## config.mk

```make
export PLATFORM = sky130hd
export DESIGN_NAME = alu_mc
export DESIGN_NICKNAME = d
export VERILOG_FILES = /design/src/rtl/alu_pkg.sv /design/src/rtl/alu_mul_iter.sv /design/src/rtl/alu_mc.sv
export SDC_FILE = /design/constraint.sdc
export NUM_CORES = 1
export LEC_CHECK = 0
export BUFFER_PORTS_ARGS = -buffer_cell sky130_fd_sc_hd__buf_2
export CELL_PAD_IN_SITES_DETAIL_PLACEMENT = 0
export CELL_PAD_IN_SITES_GLOBAL_PLACEMENT = 1
export CORE_ASPECT_RATIO = 1.4
export CORE_MARGIN = 10
export CORE_UTILIZATION = 42
export DETAILED_ROUTE_END_ITERATION = 16
export PLACE_DENSITY = 0.78
export RECOVER_POWER = 25
export SETUP_SLACK_MARGIN = 0.1
export SYNTH_ARGS = -nofsm -noshare
export SYNTH_HDL_FRONTEND = slang
export SYNTH_SLANG_ARGS = --single-unit
```

## constraint.sdc

```tcl
create_clock -name clk -period 4.6 [get_ports clk]
set_input_delay 0.46 -clock clk [delete_from_list [all_inputs] [get_ports clk]]
set_output_delay 0.46 -clock clk [all_outputs]
set_load 0.01 [all_outputs]
```

## src/rtl/alu_pkg.sv

```systemverilog
// alu_pkg: shared definitions for the multi-cycle ALU.
//   - 4-bit opcode map (OP_AND .. OP_MUL)
//   - controller state enum
//   - is_legal_op(): 1 for any opcode the ALU implements
package alu_pkg;

  localparam logic [3:0] OP_AND  = 4'b0000;
  localparam logic [3:0] OP_OR   = 4'b0001;
  localparam logic [3:0] OP_ADD  = 4'b0010;
  localparam logic [3:0] OP_SLL  = 4'b0011;
  localparam logic [3:0] OP_SRL  = 4'b0100;
  localparam logic [3:0] OP_SRA  = 4'b0101;
  localparam logic [3:0] OP_SUB  = 4'b0110;
  localparam logic [3:0] OP_SLT  = 4'b0111;
  localparam logic [3:0] OP_MUL  = 4'b1000;
  localparam logic [3:0] OP_SLTU = 4'b1001;
  localparam logic [3:0] OP_NOR  = 4'b1100;

  typedef enum logic {
    ST_IDLE = 1'b0,
    ST_MUL  = 1'b1
  } state_t;

  function automatic logic is_legal_op(input logic [3:0] op);
    case (op)
      OP_AND, OP_OR, OP_ADD, OP_SLL, OP_SRL, OP_SRA,
      OP_SUB, OP_SLT, OP_MUL, OP_SLTU, OP_NOR: is_legal_op = 1'b1;
      default:                                 is_legal_op = 1'b0;
    endcase
  endfunction

endpackage

```

## src/rtl/alu_mul_iter.sv

```systemverilog
// alu_mul_iter: iterative unsigned shift-add multiplier, one partial
// product per cycle for WIDTH cycles.
// Ports:
//   clk, rst_n        clock, synchronous active-low reset (aborts a multiply)
//   start             load operands and begin (ignored while busy by the parent)
//   mcand_in/mplier_in operands sampled on start
//   done              high during the final iteration cycle
//   prod_hi/prod_lo   product after the current iteration; full product when done
module alu_mul_iter
  import alu_pkg::*;
#(
  parameter int WIDTH = 32
) (
  input  logic             clk,
  input  logic             rst_n,
  input  logic             start,
  input  logic [WIDTH-1:0] mcand_in,
  input  logic [WIDTH-1:0] mplier_in,
  output logic             done,
  output logic [WIDTH-1:0] prod_hi,
  output logic [WIDTH-1:0] prod_lo
);

  localparam int CW = $clog2(WIDTH);

  logic             busy;
  logic [CW-1:0]    count;
  logic [WIDTH-1:0] mcand;
  logic [WIDTH-1:0] acc_hi;
  logic [WIDTH-1:0] acc_lo;
  logic [WIDTH:0]   sum;

  // acc_lo starts as the multiplier; each step adds the multiplicand on its
  // LSB and shifts the whole {carry, acc_hi, acc_lo} right by one.
  // Outputs present the post-step value so the parent can register the
  // final product on the same edge as the last iteration.
  always_comb begin
    sum     = {1'b0, acc_hi} + (acc_lo[0] ? {1'b0, mcand} : '0);
    prod_hi = sum[WIDTH:1];
    prod_lo = {sum[0], acc_lo[WIDTH-1:1]};
    done    = busy && (count == '0);
  end

  // count is a down-counter; terminal count 0 marks the last iteration.
  always_ff @(posedge clk) begin
    if (!rst_n) begin
      busy   <= 1'b0;
      count  <= '0;
      mcand  <= '0;
      acc_hi <= '0;
      acc_lo <= '0;
    end else if (start) begin
      busy   <= 1'b1;
      count  <= CW'(WIDTH - 1);
      mcand  <= mcand_in;
      acc_hi <= '0;
      acc_lo <= mplier_in;
    end else if (busy) begin
      acc_hi <= prod_hi;
      acc_lo <= prod_lo;
      count  <= count - CW'(1);
      if (count == '0) busy <= 1'b0;
    end
  end

endmodule

```

## src/rtl/alu_mc.sv

```systemverilog
// alu_mc: multi-cycle ALU with valid/ready handshakes on operands and result.
// Single-cycle ops complete one cycle after accept; MUL takes WIDTH+1 cycles.
//
//   state   | meaning
//   --------+-----------------------------------------------------------
//   ST_IDLE | ready for a new op (subject to result backpressure)
//   ST_MUL  | multiplier iterating; in_ready held low
//
// Ports:
//   clk, rst_n           clock, synchronous active-low reset
//   in_valid/in_ready    operand handshake; A, B, Op sampled on accept
//   A, B, Op             operands and 4-bit opcode
//   out_valid/out_ready  result handshake; outputs held until taken
//   Result, ResultHi     result (ResultHi nonzero only for MUL)
//   Zero, Cout, Ovf, Err status flags registered with the result
module alu_mc
  import alu_pkg::*;
#(
  parameter int WIDTH = 32  // power of two, >= 4
) (
  input  logic             clk,
  input  logic             rst_n,
  input  logic             in_valid,
  output logic             in_ready,
  input  logic [WIDTH-1:0] A,
  input  logic [WIDTH-1:0] B,
  input  logic [3:0]       Op,
  output logic             out_valid,
  input  logic             out_ready,
  output logic [WIDTH-1:0] Result,
  output logic [WIDTH-1:0] ResultHi,
  output logic             Zero,
  output logic             Cout,
  output logic             Ovf,
  output logic             Err
);

  localparam int SHW = $clog2(WIDTH);

  state_t           state, state_nxt;
  logic             accept;
  logic             mul_start;
  logic             mul_done;
  logic [WIDTH-1:0] mul_hi;
  logic [WIDTH-1:0] mul_lo;

  logic [WIDTH:0]   sum_add;
  logic [WIDTH:0]   sum_sub;
  logic             ovf_add;
  logic             ovf_sub;
  logic [SHW-1:0]   sh;
  logic [WIDTH-1:0] res_c;
  logic             cout_c;
  logic             ovf_c;
  logic             err_c;

  assign in_ready  = (state == ST_IDLE) && (!out_valid || out_ready);
  assign accept    = in_valid && in_ready;
  assign mul_start = accept && (Op == OP_MUL);

  always_ff @(posedge clk) begin
    if (!rst_n) state <= ST_IDLE;
    else        state <= state_nxt;
  end

  always_comb begin
    state_nxt = state;
    case (state)
      ST_IDLE: if (mul_start) state_nxt = ST_MUL;
      ST_MUL:  if (mul_done)  state_nxt = ST_IDLE;
      default: state_nxt = ST_IDLE;
    endcase
  end

  // Subtraction is always computed since SLT/SLTU derive from it.
  always_comb begin
    sum_add = {1'b0, A} + {1'b0, B};
    sum_sub = {1'b0, A} + {1'b0, ~B} + (WIDTH+1)'(1);
    ovf_add = (A[WIDTH-1] == B[WIDTH-1])  && (sum_add[WIDTH-1] != A[WIDTH-1]);
    ovf_sub = (A[WIDTH-1] == ~B[WIDTH-1]) && (sum_sub[WIDTH-1] != A[WIDTH-1]);
    sh      = B[SHW-1:0];
    res_c   = '0;
    cout_c  = 1'b0;
    ovf_c   = 1'b0;
    err_c   = !is_legal_op(Op);
    case (Op)
      OP_AND:  res_c = A & B;
      OP_OR:   res_c = A | B;
      OP_NOR:  res_c = ~(A | B);
      OP_ADD: begin
        res_c  = sum_add[WIDTH-1:0];
        cout_c = sum_add[WIDTH];
        ovf_c  = ovf_add;
      end
      OP_SUB: begin
        res_c  = sum_sub[WIDTH-1:0];
        cout_c = sum_sub[WIDTH];
        ovf_c  = ovf_sub;
      end
      // N xor V gives the true signed ordering even when A-B overflows.
      OP_SLT:  res_c = {{(WIDTH-1){1'b0}}, sum_sub[WIDTH-1] ^ ovf_sub};
      // No carry out of A+~B+1 means a borrow, i.e. A < B unsigned.
      OP_SLTU: res_c = {{(WIDTH-1){1'b0}}, ~sum_sub[WIDTH]};
      OP_SLL:  res_c = A << sh;
      OP_SRL:  res_c = A >> sh;
      OP_SRA:  res_c = $unsigned($signed(A) >>> sh);
      default: res_c = '0;
    endcase
  end

  alu_mul_iter #(.WIDTH(WIDTH)) u_mul (
    .clk       (clk),
    .rst_n     (rst_n),
    .start     (mul_start),
    .mcand_in  (A),
    .mplier_in (B),
    .done      (mul_done),
    .prod_hi   (mul_hi),
    .prod_lo   (mul_lo)
  );

  always_ff @(posedge clk) begin
    if (!rst_n) begin
      out_valid <= 1'b0;
      Result    <= '0;
      ResultHi  <= '0;
      Zero      <= 1'b1;
      Cout      <= 1'b0;
      Ovf       <= 1'b0;
      Err       <= 1'b0;
    end else if (accept && (Op != OP_MUL)) begin
      out_valid <= 1'b1;
      Result    <= res_c;
      ResultHi  <= '0;
      Zero      <= (res_c == '0);
      Cout      <= cout_c;
      Ovf       <= ovf_c;
      Err       <= err_c;
    end else if (mul_done) begin
      out_valid <= 1'b1;
      Result    <= mul_lo;
      ResultHi  <= mul_hi;
      Zero      <= (mul_lo == '0);
      Cout      <= 1'b0;
      Ovf       <= 1'b0;
      Err       <= 1'b0;
    end else if (out_valid && out_ready) begin
      // Covers a MUL accept draining the previous result too.
      out_valid <= 1'b0;
    end
  end

endmodule

```

=== Yosys cells after proc, flatten, opt, wreduce, memory -nomap -nowiden ===
Memory sizes are Yosys's and may differ from the RTL's.
Index checks and enable logic that the tools add are counted.
Widths: inputs -> output; s select.

* Register bits: 172
* ROM bits: 16
* Input bits: 72
* Output and inout bits: 70
* Word-level logic and storage cells: 91
* Memories: 1

* Add/sub/neg operators: 5
* Equality and inequality tests: 15
* Shifts and indexed selects: 3
* Mux-type cells: 25
* Bitwise operators: 9
* Reductions and logical operators: 20

{| class="wikitable"
|+ Memory list
! memory !! words !! bits a word !! rd ports !! clocked after memory_dff !! wr ports !! line !! text
|-
| (name not given) || 16 || 1 || 1 || 0 || 0 || alu_pkg.sv:25 || <nowiki>case (op)</nowiki>
|}

{| class="wikitable"
|+ Operator list
! cell !! number
|-
| $pmux 32 s10 || 1
|-
| $mux 32 || 5
|-
| $add 32x32->33 || 2
|-
| $logic_not 32->1 || 2
|-
| $not 32->32 || 2
|-
| $add 32x33->33 || 1
|-
| $add 33x1->33 const B || 1
|-
| $and 32x32->32 || 1
|-
| $or 32x32->32 || 1
|-
| $shl 32x5->32 || 1
|-
| $shr 32x5->32 || 1
|-
| $sshr 32x5->32 || 1
|-
| $eq 4x3->1 const B || 4
|-
| $mux 1 || 14
|-
| $eq 4x4->1 const B || 3
|-
| $mux 5 || 2
|-
| $eq 4x2->1 const B || 2
|-
| $logic_and 1x1->1 || 8
|-
| $pmux 1 s2 || 3
|-
| $logic_not 5->1 || 1
|-
| $sub 5x1->5 const B || 1
|-
| $eq 4x1->1 const B || 1
|-
| $logic_not 4->1 || 1
|-
| $ne 4x4->1 const B || 1
|-
| 9 further kinds || 17
|}

=== Depth between registers and ports, before layout ===
* Depth after elaboration: 9
* Gate-level depth with buffers: 18
* Depth with buffers taken out: 16

=== Modules after synthesis ===
From an unflattened synthesis, not the netlist that was laid out.

* Cells, all modules: 2564
* Area total of the unflattened synthesis: 20302.0 sq um

{| class="wikitable"
|+ By module, submodules not included
! module !! instances !! cells an instance !! area an instance (sq um) !! sequential area each (sq um)
|-
| alu_mc || 1 || 1810 || 13889.6 || 1401.3
|-
| alu_mul_iter || 1 || 754 || 6412.4 || 2042.0
|}

=== Worst setup path before layout ===
No wires, ideal clock.

* Path kind: input to register
* Start point: in B[1]
* End point: reg Zero
* Library setup time: 96 ps
* Arrival: 4397 ps
* Required time: 4504 ps
* Slack: 108 ps
* Stages on the path: 18
* Buffers on the path: 4
* Path through: buf_2 -> inv_2 -> buf_2 -> buf_2 -> buf_2 -> ha_1 -> or2_2 -> a211oi_2 -> o32ai_2 -> a2111oi_0 -> nor3_1 -> a221oi_2 -> a21oi_1 -> a211o_1 -> o31a_1 -> nor4_1 -> nand4_1 -> o41ai_2

* Cells in the longest elaborated chain, start to end: 9
* Elaborated cells between the ends (all ways): 17
* Classes of those cells: add/sub: 3; eq/ne: 1; shift: 3; mux: 2; bitwise: 6; reduce/logical: 2

{| class="wikitable"
|+ RTL lines
! item !! line !! text
|-
| start: declaration || alu_mc.sv:26 || <nowiki>input logic [WIDTH-1:0] B,</nowiki>
|-
| $not 32->32 || alu_mc.sv:78 || <nowiki>sum_sub = {1'b0, A} + {1'b0, ~B} + (WIDTH+1)'(1);</nowiki>
|-
| $add 32x32->33 || alu_mc.sv:78 ||
|-
| $add 33x1->33 || alu_mc.sv:78 ||
|-
| $ne 1x1->1 || alu_mc.sv:80 || <nowiki>ovf_sub = (A[WIDTH-1] == ~B[WIDTH-1]) && (sum_sub[WIDTH-1] != A[WIDTH-1]);</nowiki>
|-
| $logic_and 1x1->1 || alu_mc.sv:80 ||
|-
| $xor 1x1->1 || alu_mc.sv:101 || <nowiki>OP_SLT: res_c = {{(WIDTH-1){1'b0}}, sum_sub[WIDTH-1] ^ ovf_sub};</nowiki>
|-
| $pmux 32 s10 * || alu_mc.sv:86 || <nowiki>case (Op)</nowiki>
|-
| $logic_not 32->1 * || alu_mc.sv:135 || <nowiki>Zero <= (res_c == '0);</nowiki>
|-
| $mux 1 * || alu_mc.sv:131 || <nowiki>end else if (accept && (Op != OP_MUL)) begin</nowiki>
|-
| end signal: assignment || alu_mc.sv:135 ||
|-
| end signal: assignment || alu_mc.sv:143 || <nowiki>Zero <= (mul_lo == '0);</nowiki>
|-
| end: declaration || alu_mc.sv:32 || <nowiki>output logic Zero,</nowiki>
|}

Every way passes the cells marked *; elsewhere a longest branch is shown, timed or not.
A chain may end at the register's enable or synchronous reset.

=== Worst setup path in the final report ===
* Start point: in B[0]
* End point: reg Zero

Same word-level chain as after synthesis.

==> results.py <==
metrics = {
    "clocking": {
        "cts_made_buffers": 17,
        "clock_latency_ps": 440,
        "cts_max_path_buffers": 2,
        "cts_hold_buffers": 0,
        "root_buffer": "clkbuf_16",
        "cts.sinks": 172,
        "htreeDepth": 4,
        "cts_tree": "done",
        "path_clk_slew_ps": 70,
        "post_cts_buffers": 0,
        "ctsResizeCount": 0,
    },
    "sta": {
        "hold_viol": 0,
        "tightest_slew_ps": 1050,
        "finalSetupTns_ps": 0,
        "max_freq_ghz": 0.239,
        "setup_viol": 0,
        "finClkSkew_ps": 8.54,
        "grt_setup_unrepaired": "no",
        "period_share_pct": 91.0,
        "max_slew_margin_pct": 29.5,
        "drv_slew": 0,
        "post-route-min-period_ps": 4190,
    },
    "logic_synthesis": {
        "syn_nets": 2646,
        "yosys_most_used_dff": "dfxtp_1",
        "yosys.area.top_type": "dfxtp_1",
        "synth_area_per_cell_um2": 7.53,
        "synth_seq_cells": 172,
        "synthArstFlopShare_pct": 0,
        "synth_edf_count": 0,
        "synth_area_leaders": "dfxtp_1 (19%), ha_1 (9.9%), nand2_1 (7.6%)",
        "ys_seq_area_share_pct": 18.8,
        "synth_top_area_share_pct": 18.8,
        "synth_cell_types": 93,
        "netlist_area_um2": 18300,
        "ys.warnings.count": 0,
        "syn_inst": 2426,
    },
    "power": {
        "worst_ir_drop_vdd_mv": 0.236,
        "clkPwrFrac_pct": 31.4,
        "p_leak_nw": 9.59,
        "power.density_nw_per_um2": 230,
        "pwr-share-seq_pct": 31.6,
        "comb_power_share_pct": 37.0,
        "power.internal_w": 0.00318,
        "switchingPower_w": 0.00179,
        "swShare_pct": 36.0,
    },
    "place": {
        "place_hpwl_um": 69900,
        "routabilityCongestion": 1.10,
        "io_buffers": 141,
        "place_inst": 3199,
    },
    "setup_path": {
        "cp-start-kind": "input port",
        "cp_max_fo": 10,
        "reg2regPathDepth": 15,
        "critPathLaunch": "B[0]",
        "reg2reg_from": "u_mul.acc_lo[0]$_SDFFE_PN0P_",
        "worstPathArrival_ps": 4530,
        "critPathCaptureType": "flip-flop",
        "required_ps": 4950,
        "critPathKind": "in2reg",
        "worst-r2r-setup-slack_ps": 450,
        "endpoint": "Zero$_SDFFE_PN1P_",
        "r2r-end": "ResultHi[31]$_SDFFE_PP0P_",
    },
    "global_route": {
        "grt_max_degree": 111,
        "track_usage_pct": 32.1,
        "grt_pass1_wl_um": 129000,
        "overflow": 0,
        "antenna_found_initial": 2,
        "grt_pass1_vias": 20100,
    },
    "floorplanning": {
        "core_area_um2": 43100,
        "die_width_um": 196,
        "start_util_pct": 42.4,
        "fp.dieH_um": 267,
        "die-area_um2": 52400,
        "core.rowCount": 90,
        "io-pin-count": 142,
    },
    "route": {
        "wl_per_cell_um": 27.2,
        "drt_iter0_drc": 2137,
        "routed_wirelength_um": 87900,
        "route.vias.total": 20500,
        "drc": 0,
        "vias_per_cell": 6.35,
        "drt-pass1-iter-count": 9,
        "final_antenna_net_count": 0,
    },
    "cells_and_area": {
        "final_cell_mix": "nand2_1 (369), buf_4 (260), nor2_1 (204)",
        "layout.cells.non_filler": 3235,
        "fillers": 4367,
        "syn_to_final_growth_pct": 18.5,
        "final_common_cell": "nand2_1",
        "nNetsFinal": 2886,
        "drive_gt1_share_pct": 18.7,
    },
    "outcome": {
        "status": "complete, no violations",
    },
    "hold_path": {
        "hold_path_class": "in2reg",
    },
    "job": {
        "maxCapViolCount": 0,
    },
}
## critical path: stages
cell,delay (ps)
buf_4,100
buf_4,210
buf_4,210
mux4_1,650
nand3_1,120
o221ai_1,110
buf_4,180
a2111oi_1,420
buf_4,190
and3_1,240
o211ai_1,140
o21ai_0,170
nand2_1,160
nor4_1,350
buf_4,180
nor4b_2,260
nand4_1,160
o41ai_2,220
## routing by layer
layer	GRT usage [%]	wire, um
met1	37.3	33600
met3	4.81	6770
met2	54.3	41100
met5	0	0
met4	20.1	6350
## Yosys cell counts (all sizes together), types with 19 or more instances
cell	instances
a21boi	46
o21a	20
a21oi	159
a2111oi	19
nand3	79
o22ai	22
nor2b	19
nor2	204
and3	27
buf	46
dfxtp	172
a21o	27
nand4	19
o211a	49
clkbuf	138
o21ai	80
mux4	34
nand2	370
a211oi	41
nor3	42
mux2	39
o211ai	31
xnor2	28
nor4	20
inv	110
and2	39
mux2i	109
ha	145
## state kept, by name, indices dropped and copies added, names as in the netlist, 5 cells and up
| signal | flops |
|---|---|
| ResultHi | 32 |
| u_mul.acc_lo | 32 |
| u_mul.mcand | 32 |
| u_mul.count | 5 |
| u_mul.acc_hi | 32 |
| Result | 32 |
## worst min path at each step
stage,slack (ps),cells past startpoint,from,endpoint
after floorplan,440,2,u_mul.mcand[28]$_SDFFE_PN0P_,u_mul.mcand[28]$_SDFFE_PN0P_
after global placement,440,2,ResultHi[29]$_SDFFE_PP0P_,ResultHi[29]$_SDFFE_PP0P_
after detailed placement,440,2,ResultHi[27]$_SDFFE_PP0P_,ResultHi[27]$_SDFFE_PP0P_
after CTS,300,2,B[27],u_mul.acc_lo[27]$_SDFFE_PN0P_
after global routing,320,2,B[22],u_mul.acc_lo[22]$_SDFFE_PN0P_
final,320,2,B[27],u_mul.acc_lo[27]$_SDFFE_PN0P_
## stage by stage
stage / utilization (%) / area, um^2 / power, W / worst slack, ps / hold WS (ps)
floorplan: - / 18300 / 0.00256 / 108 / 439
global placement: 48.8 / 21100 / 0.00339 / -22.1 / 437
detailed placement: 48.8 / 21100 / 0.00339 / -32.1 / 442
CTS: 50.3 / 21700 / 0.00495 / 262 / 304
global route: 50.2 / 21600 / 0.00515 / 110 / 317
finish: 50.2 / 21700 / 0.00497 / 414 / 320
## power groups by stage
stage	logic (W)	registers [W]	clock network, W
6_report	0.00184	0.00157	0.00156
2_1_floorplan	0.000953	0.00160	0
4_1_cts	0.00180	0.00157	0.00158
3_5_place_dp	0.00179	0.00160	0
5_1_grt	0.00193	0.00158	0.00164
3_3_place_gp	0.00179	0.00160	0
## kinds of logic after synthesis
logic type / share of synthesized area (%)
xor+xnor: 1.92
compound gates: 26.8
flops: 18.8
fa+ha+maj: 10.3
buf+inv: 6.50
simple gates: 23.1
mux: 12.6
## area by class of cell
| class | count | area, um^2 | area share, % |
|---|---|---|---|
| clock buffers | 19 | 453 | 2.09 |
| diodes | 4 | 10.0 | 0.0462 |
| flip-flops and latches | 172 | 3450 | 15.9 |
| clock inverters | 13 | 186 | 0.861 |
| well taps | 552 | 691 | 3.19 |
| repair buffers | 405 | 2690 | 12.4 |
| multi-input cells | 1960 | 13800 | 63.5 |
| inverters | 110 | 413 | 1.91 |
No activity file was read; power rests on OpenSTA's default activity.
